### src/rtl/acs_k3.sv
// Radix-2 add-compare-select for the K=3 (7,5) code, four states, no metric normalisation.
// Latency 1 cycle, one symbol pair per cycle, no backpressure; idle cycles hold state.
module acs_k3 #(
  parameter int W_PM     = 12,
  parameter int INIT_PEN = 512
) (
  input  logic                   clk,
  input  logic                   rst_n,
  input  logic                   start,
  input  logic                   in_valid,
  input  logic signed [7:0]      r0_p2,
  input  logic signed [7:0]      r0_m2,
  input  logic signed [7:0]      r1_p2,
  input  logic signed [7:0]      r1_m2,
  output logic                   out_valid,
  output logic [3:0]             dec,
  output logic [4*W_PM-1:0]      pm,
  output logic [1:0]             best_state
);

  localparam logic [W_PM-1:0] PEN_NEG = W_PM'(-INIT_PEN);

  logic [W_PM-1:0] r_pm [4];
  logic [3:0]      r_dec;
  logic [1:0]      r_best;
  logic            r_vld;

  logic [W_PM-1:0] w_cur [4];
  logic [W_PM-1:0] w_new [4];
  logic [3:0]      w_dec;
  logic            w_s01, w_s23, w_sf;
  logic [1:0]      w_i01, w_i23, w_best;

  function automatic logic signed [8:0] f_bm(input logic c0, input logic c1,
                                             input logic signed [7:0] a0p, input logic signed [7:0] a0m,
                                             input logic signed [7:0] a1p, input logic signed [7:0] a1m);
    logic [7:0] s0, s1;
    s0 = c0 ? a0m : a0p;
    s1 = c1 ? a1m : a1p;
    return {s0[7], s0} + {s1[7], s1};
  endfunction

  // True when y beats x under modulo-2^W_PM comparison (strictly greater).
  function automatic logic f_gt(input logic [W_PM-1:0] x, input logic [W_PM-1:0] y);
    logic [W_PM-1:0] d;
    d = y - x;
    return ~d[W_PM-1] & (|d);
  endfunction

  for (genvar n = 0; n < 4; n++) begin : g_acs
    localparam logic U  = 1'(n / 2);
    localparam logic A  = 1'(n % 2);
    localparam int   I0 = 2 * (n % 2);
    logic signed [8:0] w_bm0, w_bm1;
    logic [W_PM-1:0]   w_p0, w_p1;
    logic              w_sel;

    assign w_cur[n] = start ? ((n == 0) ? '0 : PEN_NEG) : r_pm[n];
    // Predecessor {a,0} has b=0, predecessor {a,1} has b=1.
    assign w_bm0    = f_bm(U ^ A, U, r0_p2, r0_m2, r1_p2, r1_m2);
    assign w_bm1    = f_bm(~(U ^ A), ~U, r0_p2, r0_m2, r1_p2, r1_m2);
    assign w_p0     = w_cur[I0] + {{(W_PM-9){w_bm0[8]}}, w_bm0};
    assign w_p1     = w_cur[I0+1] + {{(W_PM-9){w_bm1[8]}}, w_bm1};
    assign w_sel    = f_gt(w_p0, w_p1);
    assign w_dec[n] = w_sel;
    assign w_new[n] = w_sel ? w_p1 : w_p0;
    assign pm[n*W_PM +: W_PM] = r_pm[n];
  end

  assign w_s01  = f_gt(w_new[0], w_new[1]);
  assign w_s23  = f_gt(w_new[2], w_new[3]);
  assign w_i01  = {1'b0, w_s01};
  assign w_i23  = {1'b1, w_s23};
  assign w_sf   = f_gt(w_new[w_i01], w_new[w_i23]);
  assign w_best = w_sf ? w_i23 : w_i01;

  always_ff @(posedge clk or negedge rst_n) begin
    if (!rst_n) begin
      for (int n = 0; n < 4; n++) r_pm[n] <= (n == 0) ? '0 : PEN_NEG;
      r_dec  <= '0;
      r_best <= '0;
      r_vld  <= 1'b0;
    end else if (in_valid) begin
      for (int n = 0; n < 4; n++) r_pm[n] <= w_new[n];
      r_dec  <= w_dec;
      r_best <= w_best;
      r_vld  <= 1'b1;
    end else begin
      r_vld <= 1'b0;
      if (start) begin
        for (int n = 0; n < 4; n++) r_pm[n] <= (n == 0) ? '0 : PEN_NEG;
        r_dec  <= '0;
        r_best <= '0;
      end
    end
  end

  assign out_valid  = r_vld;
  assign dec        = r_dec;
  assign best_state = r_best;

endmodule

### config.mk
export PLATFORM = sky130hd
export DESIGN_NAME = acs_k3
export DESIGN_NICKNAME = d
export VERILOG_FILES = /design/src/rtl/acs_k3.sv
export SDC_FILE = /design/constraint.sdc
export NUM_CORES = 1
export LEC_CHECK = 0
export CAP_MARGIN = 20
export CORE_MARGIN = 8
export CORE_UTILIZATION = 42
export DETAILED_ROUTE_END_ITERATION = 10
export PLACE_DENSITY = 0.66
export SLEW_MARGIN = 25
export SYNTH_ARGS = -nofsm -noshare
export SYNTH_HDL_FRONTEND = slang
export SYNTH_SLANG_ARGS = --single-unit
export TNS_END_PERCENT = 1
### constraint.sdc
create_clock -name clk -period 14.09 [get_ports clk]
set_clock_uncertainty 0.2 [all_clocks]
set_input_delay 2.1135 -clock clk [delete_from_list [all_inputs] [get_ports clk]]
set_output_delay 2.1135 -clock clk [all_outputs]
set_load 0.01 [all_outputs]
Word-level counts from Yosys, hierarchy flattened. Cells that the tools add are included.

$add $sub $neg: 19. $lt $le $gt $ge: 2. Multiplexer cells: 22. Bitwise logic cells: 16. Reductions and logical operators: 8.

Operator list (number): $mux W12 (12); $add A12 B12 Y12 (8); $mux W48 (2); $reduce_or A12 Y1 (7); $sub A12 B12 Y12 (7); $bmux W12 S2 (2); $add A8 B8 Y9 (4); $mux W4 (2); $and A1 B1 Y1 (7); $not A1 Y1 (7); $ge A3 B3 Y1 const B (2); $mux W2 (3); $not A1 Y3 (1); $not A2 Y3 (1); $reduce_bool A2 Y1 (1); $mux W1 (1).

Register bits after elaboration: 55. Input bits: 36. Output and inout bits: 55. Word-level logic and storage cells: 74.

Depth between registers and ports, before layout.
Depth in word-level cells: 18. Depth in mapped cells: 60. Mapped depth without buffers: 58.

Worst setup path before layout. No wires, ideal clock.

Kind: input-to-reg. Start point: input port start. End point: register r_best[0] (netlist: best_state[0]). Library setup time: 0.087 ns. Data arrival time: 12.255 ns. Setup slack: 1.549 ns. Stages: 57. Path through: clkbuf_1 clkbuf_1 buf_1 clkbuf_1 nor2b_1 ha_1 a21oi_1 o21ai_0 xor2_1 inv_1 ha_1 nor2_1 nor2_1 o41ai_1 o21ai_0 nor2_1 a2111oi_0 nand3_1 (+21 left out) buf_2 mux2i_1 ha_1 nor2b_1 o21ai_0 a21oi_1 o21ai_0 a21boi_0 o21ai_0 a21boi_0 o21ai_0 a21o_1 o211ai_1 o2111ai_1 nor2_1 xor2_1 or2_1 o211ai_1.

Cells in the longest elaborated chain, start to end: 18.

Ends and longest elaborated chain: start: declaration (RTL line 9) `input logic start,`; $mux W12 (RTL line 58) `assign w_cur[n] = start ? ((n == 0) ? '0 : PEN_NEG) : r_pm[n];`; $add A12 B12 Y12, on equally long branches (RTL line 63, 62); $sub A12 B12 Y12 (RTL line 46) `d = y - x;`; $reduce_or A12 Y1 or $not A1 Y1 (tied branches) (RTL line 47) `return ~d[W_PM-1] & (|d);`; $and A1 B1 Y1 (RTL line 47); $mux W12 (RTL line 66) `assign w_new[n] = w_sel ? w_p1 : w_p0;`; $sub A12 B12 Y12 (RTL line 46); $reduce_or A12 Y1 or $not A1 Y1 (tied branches) (RTL line 47); $and A1 B1 Y1 (RTL line 47); $not A2 Y3 (implied by the code) or $not A1 Y3 (tied branches) (RTL line 74) `assign w_sf = f_gt(w_new[w_i01], w_new[w_i23]);`; $bmux W12 S2 (RTL line 74); $mux W12 (implied by the code) (2 in series) (RTL line 74); $sub A12 B12 Y12 (RTL line 46); $reduce_or A12 Y1 or $not A1 Y1 (tied branches) (RTL line 47); $and A1 B1 Y1 (RTL line 47); $mux W2 (RTL line 75) `assign w_best = w_sf ? w_i23 : w_i01;`; $mux W2 (RTL line 83) `end else if (in_valid) begin`; end signal: assignment (RTL line 86) `r_best <= w_best;`; end: declaration (RTL line 25) `logic [1:0] r_best;`.

Parallel ways exist; a longest one is shown, timed or not. The select of a mux whose other input is x is not followed. A chain may end at the register's enable or synchronous reset.

Worst setup path after layout.
Start point: input port r1_p2[1]. End point: register r_best[0] (netlist: best_state[0]).

Cells in the longest elaborated chain, start to end: 18.

Ends and longest elaborated chain: start: declaration (RTL line 13) `input logic signed [7:0] r1_p2,`; $add A8 B8 Y9 (RTL line 40) `return {s0[7], s0} + {s1[7], s1};`; $add A12 B12 Y12, on equally long branches (RTL line 63, 62); $sub A12 B12 Y12 (RTL line 46); $reduce_or A12 Y1 or $not A1 Y1 (tied branches) (RTL line 47); $and A1 B1 Y1 (RTL line 47); $mux W12 (RTL line 66); $sub A12 B12 Y12 (RTL line 46); $reduce_or A12 Y1 or $not A1 Y1 (tied branches) (RTL line 47); $and A1 B1 Y1 (RTL line 47); $not A2 Y3 (implied by the code) or $not A1 Y3 (tied branches) (RTL line 74); $bmux W12 S2 (RTL line 74); $mux W12 (implied by the code) (2 in series) (RTL line 74); $sub A12 B12 Y12 (RTL line 46); $reduce_or A12 Y1 or $not A1 Y1 (tied branches) (RTL line 47); $and A1 B1 Y1 (RTL line 47); $mux W2 * (RTL line 75); $mux W2 * (RTL line 83).

Mark *: on every way between the ends. The rest lies on a longest branch, timed or not. The select of a mux whose other input is x is not followed.

==> impl_metrics.env <==
export IMPL_dp_cells=2121
export IMPL_ant_nets=0
export IMPL_cts_sinks=55
export IMPL_drv_cap=0
export IMPL_dieArea_mm2=0.0356
export IMPL_setup_worst_path_end_class="flip-flop"
export IMPL_crit_path_start_kind="input pin"
export IMPL_fp_row_count=63
export IMPL_grt_pass1_wl_um=65800
export IMPL_cts_buffers=5
export IMPL_relSlewSlack=0.365
export IMPL_run_status="finished, final reports clean"
export IMPL_yosysTopAreaCellShare=0.197
export IMPL_period_minus_slack_ps=13180
export IMPL_crit_type="in2reg"
export IMPL_yosysTopAreaCell="ha_1"
export IMPL_antennaDiodeCount=0
export IMPL_gp_congestion=0.926
export IMPL_synth_edf_count=0
export IMPL_vias_per_cell=5.76
export IMPL_syn_nets=1867
export IMPL_synthCells=1615
export IMPL_drt_total_wl_um=42300
export IMPL_crit_arrival_ps=13210
export IMPL_min_path_type="reg2reg"
export IMPL_ctsHoldBuffers=0
export IMPL_critPathRequiredTime_ps=14120
export IMPL_clock_fmax_ghz=0.0759
export IMPL_worst_path_max_fanout=6
export IMPL_cpPeakStageDelay_ps=610
export IMPL_grt_max_degree=84
export IMPL_start_util=0.424
export IMPL_async_flop_share=1.00
export IMPL_layout_drive_gt1_share=0.0735
export IMPL_synth_seq_area_share=0.111
export IMPL_drc=0
export IMPL_io_pins=91
export IMPL_coreArea_mm2=0.0295
export IMPL_grt_pass1_vias=11708
export IMPL_hold_viol_final=0
export IMPL_insertion_delay_ps=330
export IMPL_setup_ws_ps=914
export IMPL_finalNetCount=1992
export IMPL_clock_tree_root_cell="clkbuf_16"
export IMPL_areaGrowthSynthToFinish_pct=15.3
export IMPL_die_w_um=189
export IMPL_slowest_stage="clkdlybuf4s50_1"
export IMPL_tritoncts="built"
export IMPL_drtPass1Iterations=5
export IMPL_vias=12266
export IMPL_synth_seq_cells=55
export IMPL_yosys_warnings=0
export IMPL_overflow=0
export IMPL_setup_viol=0
export IMPL_h_tree_depth=2
export IMPL_yosys_top_cells_area="ha_1 (20%), dfrtp_1 (9.2%), xnor2_1 (7.7%), a21oi_1 (5.6%), inv_1 (4.2%)"
export IMPL_synth_area_mm2=0.0125
export IMPL_instances_no_fill=2131
export IMPL_avgSynthCellArea_um2=7.75
export IMPL_grt_use_total=0.232
export IMPL_port_buffers=90
export IMPL_clkTransAtPathRegs_ps=70
export IMPL_final_common_cell="ha_1"
export IMPL_drtIter0Drc=907
export IMPL_antenna_found_initial=0
export IMPL_synthDistinctLibCells=84
export IMPL_min_period_over_period=0.935
export IMPL_dpl_hpwl_um=35400
export IMPL_slew_viol_final=0
export IMPL_ys_flop_type="dfrtp_1"
export IMPL_die_y_um=189
export IMPL_pre_cts_slack_ps=85.7
export IMPL_tightestPinTransition_ps=953
export IMPL_wl_per_cell_um=19.8
export IMPL_layout_common_cells="ha_1 (197), a21oi_1 (139), inv_1 (139), nor2_1 (136), xnor2_1 (108)"
export IMPL_fill_cells=2939
export IMPL_clock_tree_buffer_depth=2
export IMPL_whs_ps=306
[flip-flops by register name, summed over array words and instances (netlist names)]
signal	cells
best_state	2
pm	48
out_valid	1
dec	4
[synth_stat cells (all sizes together) (6+ instances only)]
cell type,number
o21a,21
o31a,7
or3,17
or2,13
dfrtp,46
o2111ai,8
o22ai,9
xor2,47
a21oi,141
nor2b,65
and3,13
o31ai,6
buf,7
nor3,37
ha,197
dfstp,9
a211oi,14
nand2,96
o21bai,13
clkbuf,22
a21boi,17
inv,140
nor2,138
o21ai,100
and2,7
mux2,12
o211ai,25
nand4,9
fa,19
a31o,6
xnor2,111
mux2i,52
nand2b,21
nand3,18
a21o,44
a2111oi,7
a31oi,11
[through the flow]
stage               TNS, ps  area, µm²  utilization
finish                    0      14400        0.489
global route           -134      14400        0.489
CTS                       0      14300        0.486
detailed placement        0      14200        0.481
global placement          0      14200        0.481
floorplan                 0      12500            -
[metal layers]
layer | up-vias | wire (µm) | GRT usage
li1 | 6058 | - | -
met1 | 5715 | 20400 | 0.327
met2 | 419 | 17800 | 0.354
met3 | 74 | 2550 | 0.0323
met4 | 0 | 1480 | 0.0818
met5 | - | 0 | 0
[cells by family (layout without fill, tap and decap cells)]
| logic type | Yosys count | count (layout) | share of synthesized area |
|---|---|---|---|
| buffers and inverters | 172 | 298 | 0.0526 |
| AOI/OAI and AO/OA | 478 | 478 | 0.249 |
| adders and majority gates | 220 | 220 | 0.231 |
| DFF | 55 | 55 | 0.111 |
| muxes | 64 | 64 | 0.0530 |
| xor gates and xnor gates | 163 | 163 | 0.120 |
| and+or+nand+nor | 463 | 463 | 0.184 |
[critical path: cells and delay by family]
| family | cells | cell delay [ps] |
|---|---|---|
| multiplexers | 2 | 800 |
| XOR/XNOR | 7 | 1300 |
| buffers and inverters | 3 | 970 |
| AND/OR/NAND/NOR | 11 | 1960 |
| adder cells (fa/ha/maj) | 5 | 1470 |
| AO/OA/AOI/OAI | 27 | 4600 |
[final cells by class]
| type | count | area [µm²] | share of cell area |
|---|---|---|---|
| Inverter | 143 | 537 | 0.0372 |
| Multi-Input combinational cell | 1388 | 10600 | 0.732 |
| Clock buffer | 5 | 125 | 0.00868 |
| Timing Repair Buffer | 147 | 1310 | 0.0911 |
| Sequential cell | 55 | 1390 | 0.0962 |
| Clock inverter | 3 | 18.8 | 0.00130 |
| Tap cell | 390 | 488 | 0.0338 |
[timing repair]
action                     4_1_cts  5_1_grt
gates resized for setup          0       26
setup buffers                    0        2
setup endpoints to repair        0        2
[worst paths after layout]
path                                     from             to  slack, ps  depth (start not counted)
worst max-delay path                 r1_p2[1]  best_state[0]        910                         55
worst min-delay path            best_state[1]  best_state[1]        310                          2
worst max register to register          pm[0]  best_state[0]       3160                         49
worst min register to register  best_state[1]  best_state[1]        310                          2
max in group asynchronous               rst_n         pm[39]      11330                          2
min in group asynchronous               rst_n         dec[2]       1790                          2
Power is not shown: default switching activity piles up to over one toggle a cycle in this logic, so the estimate is an artifact.
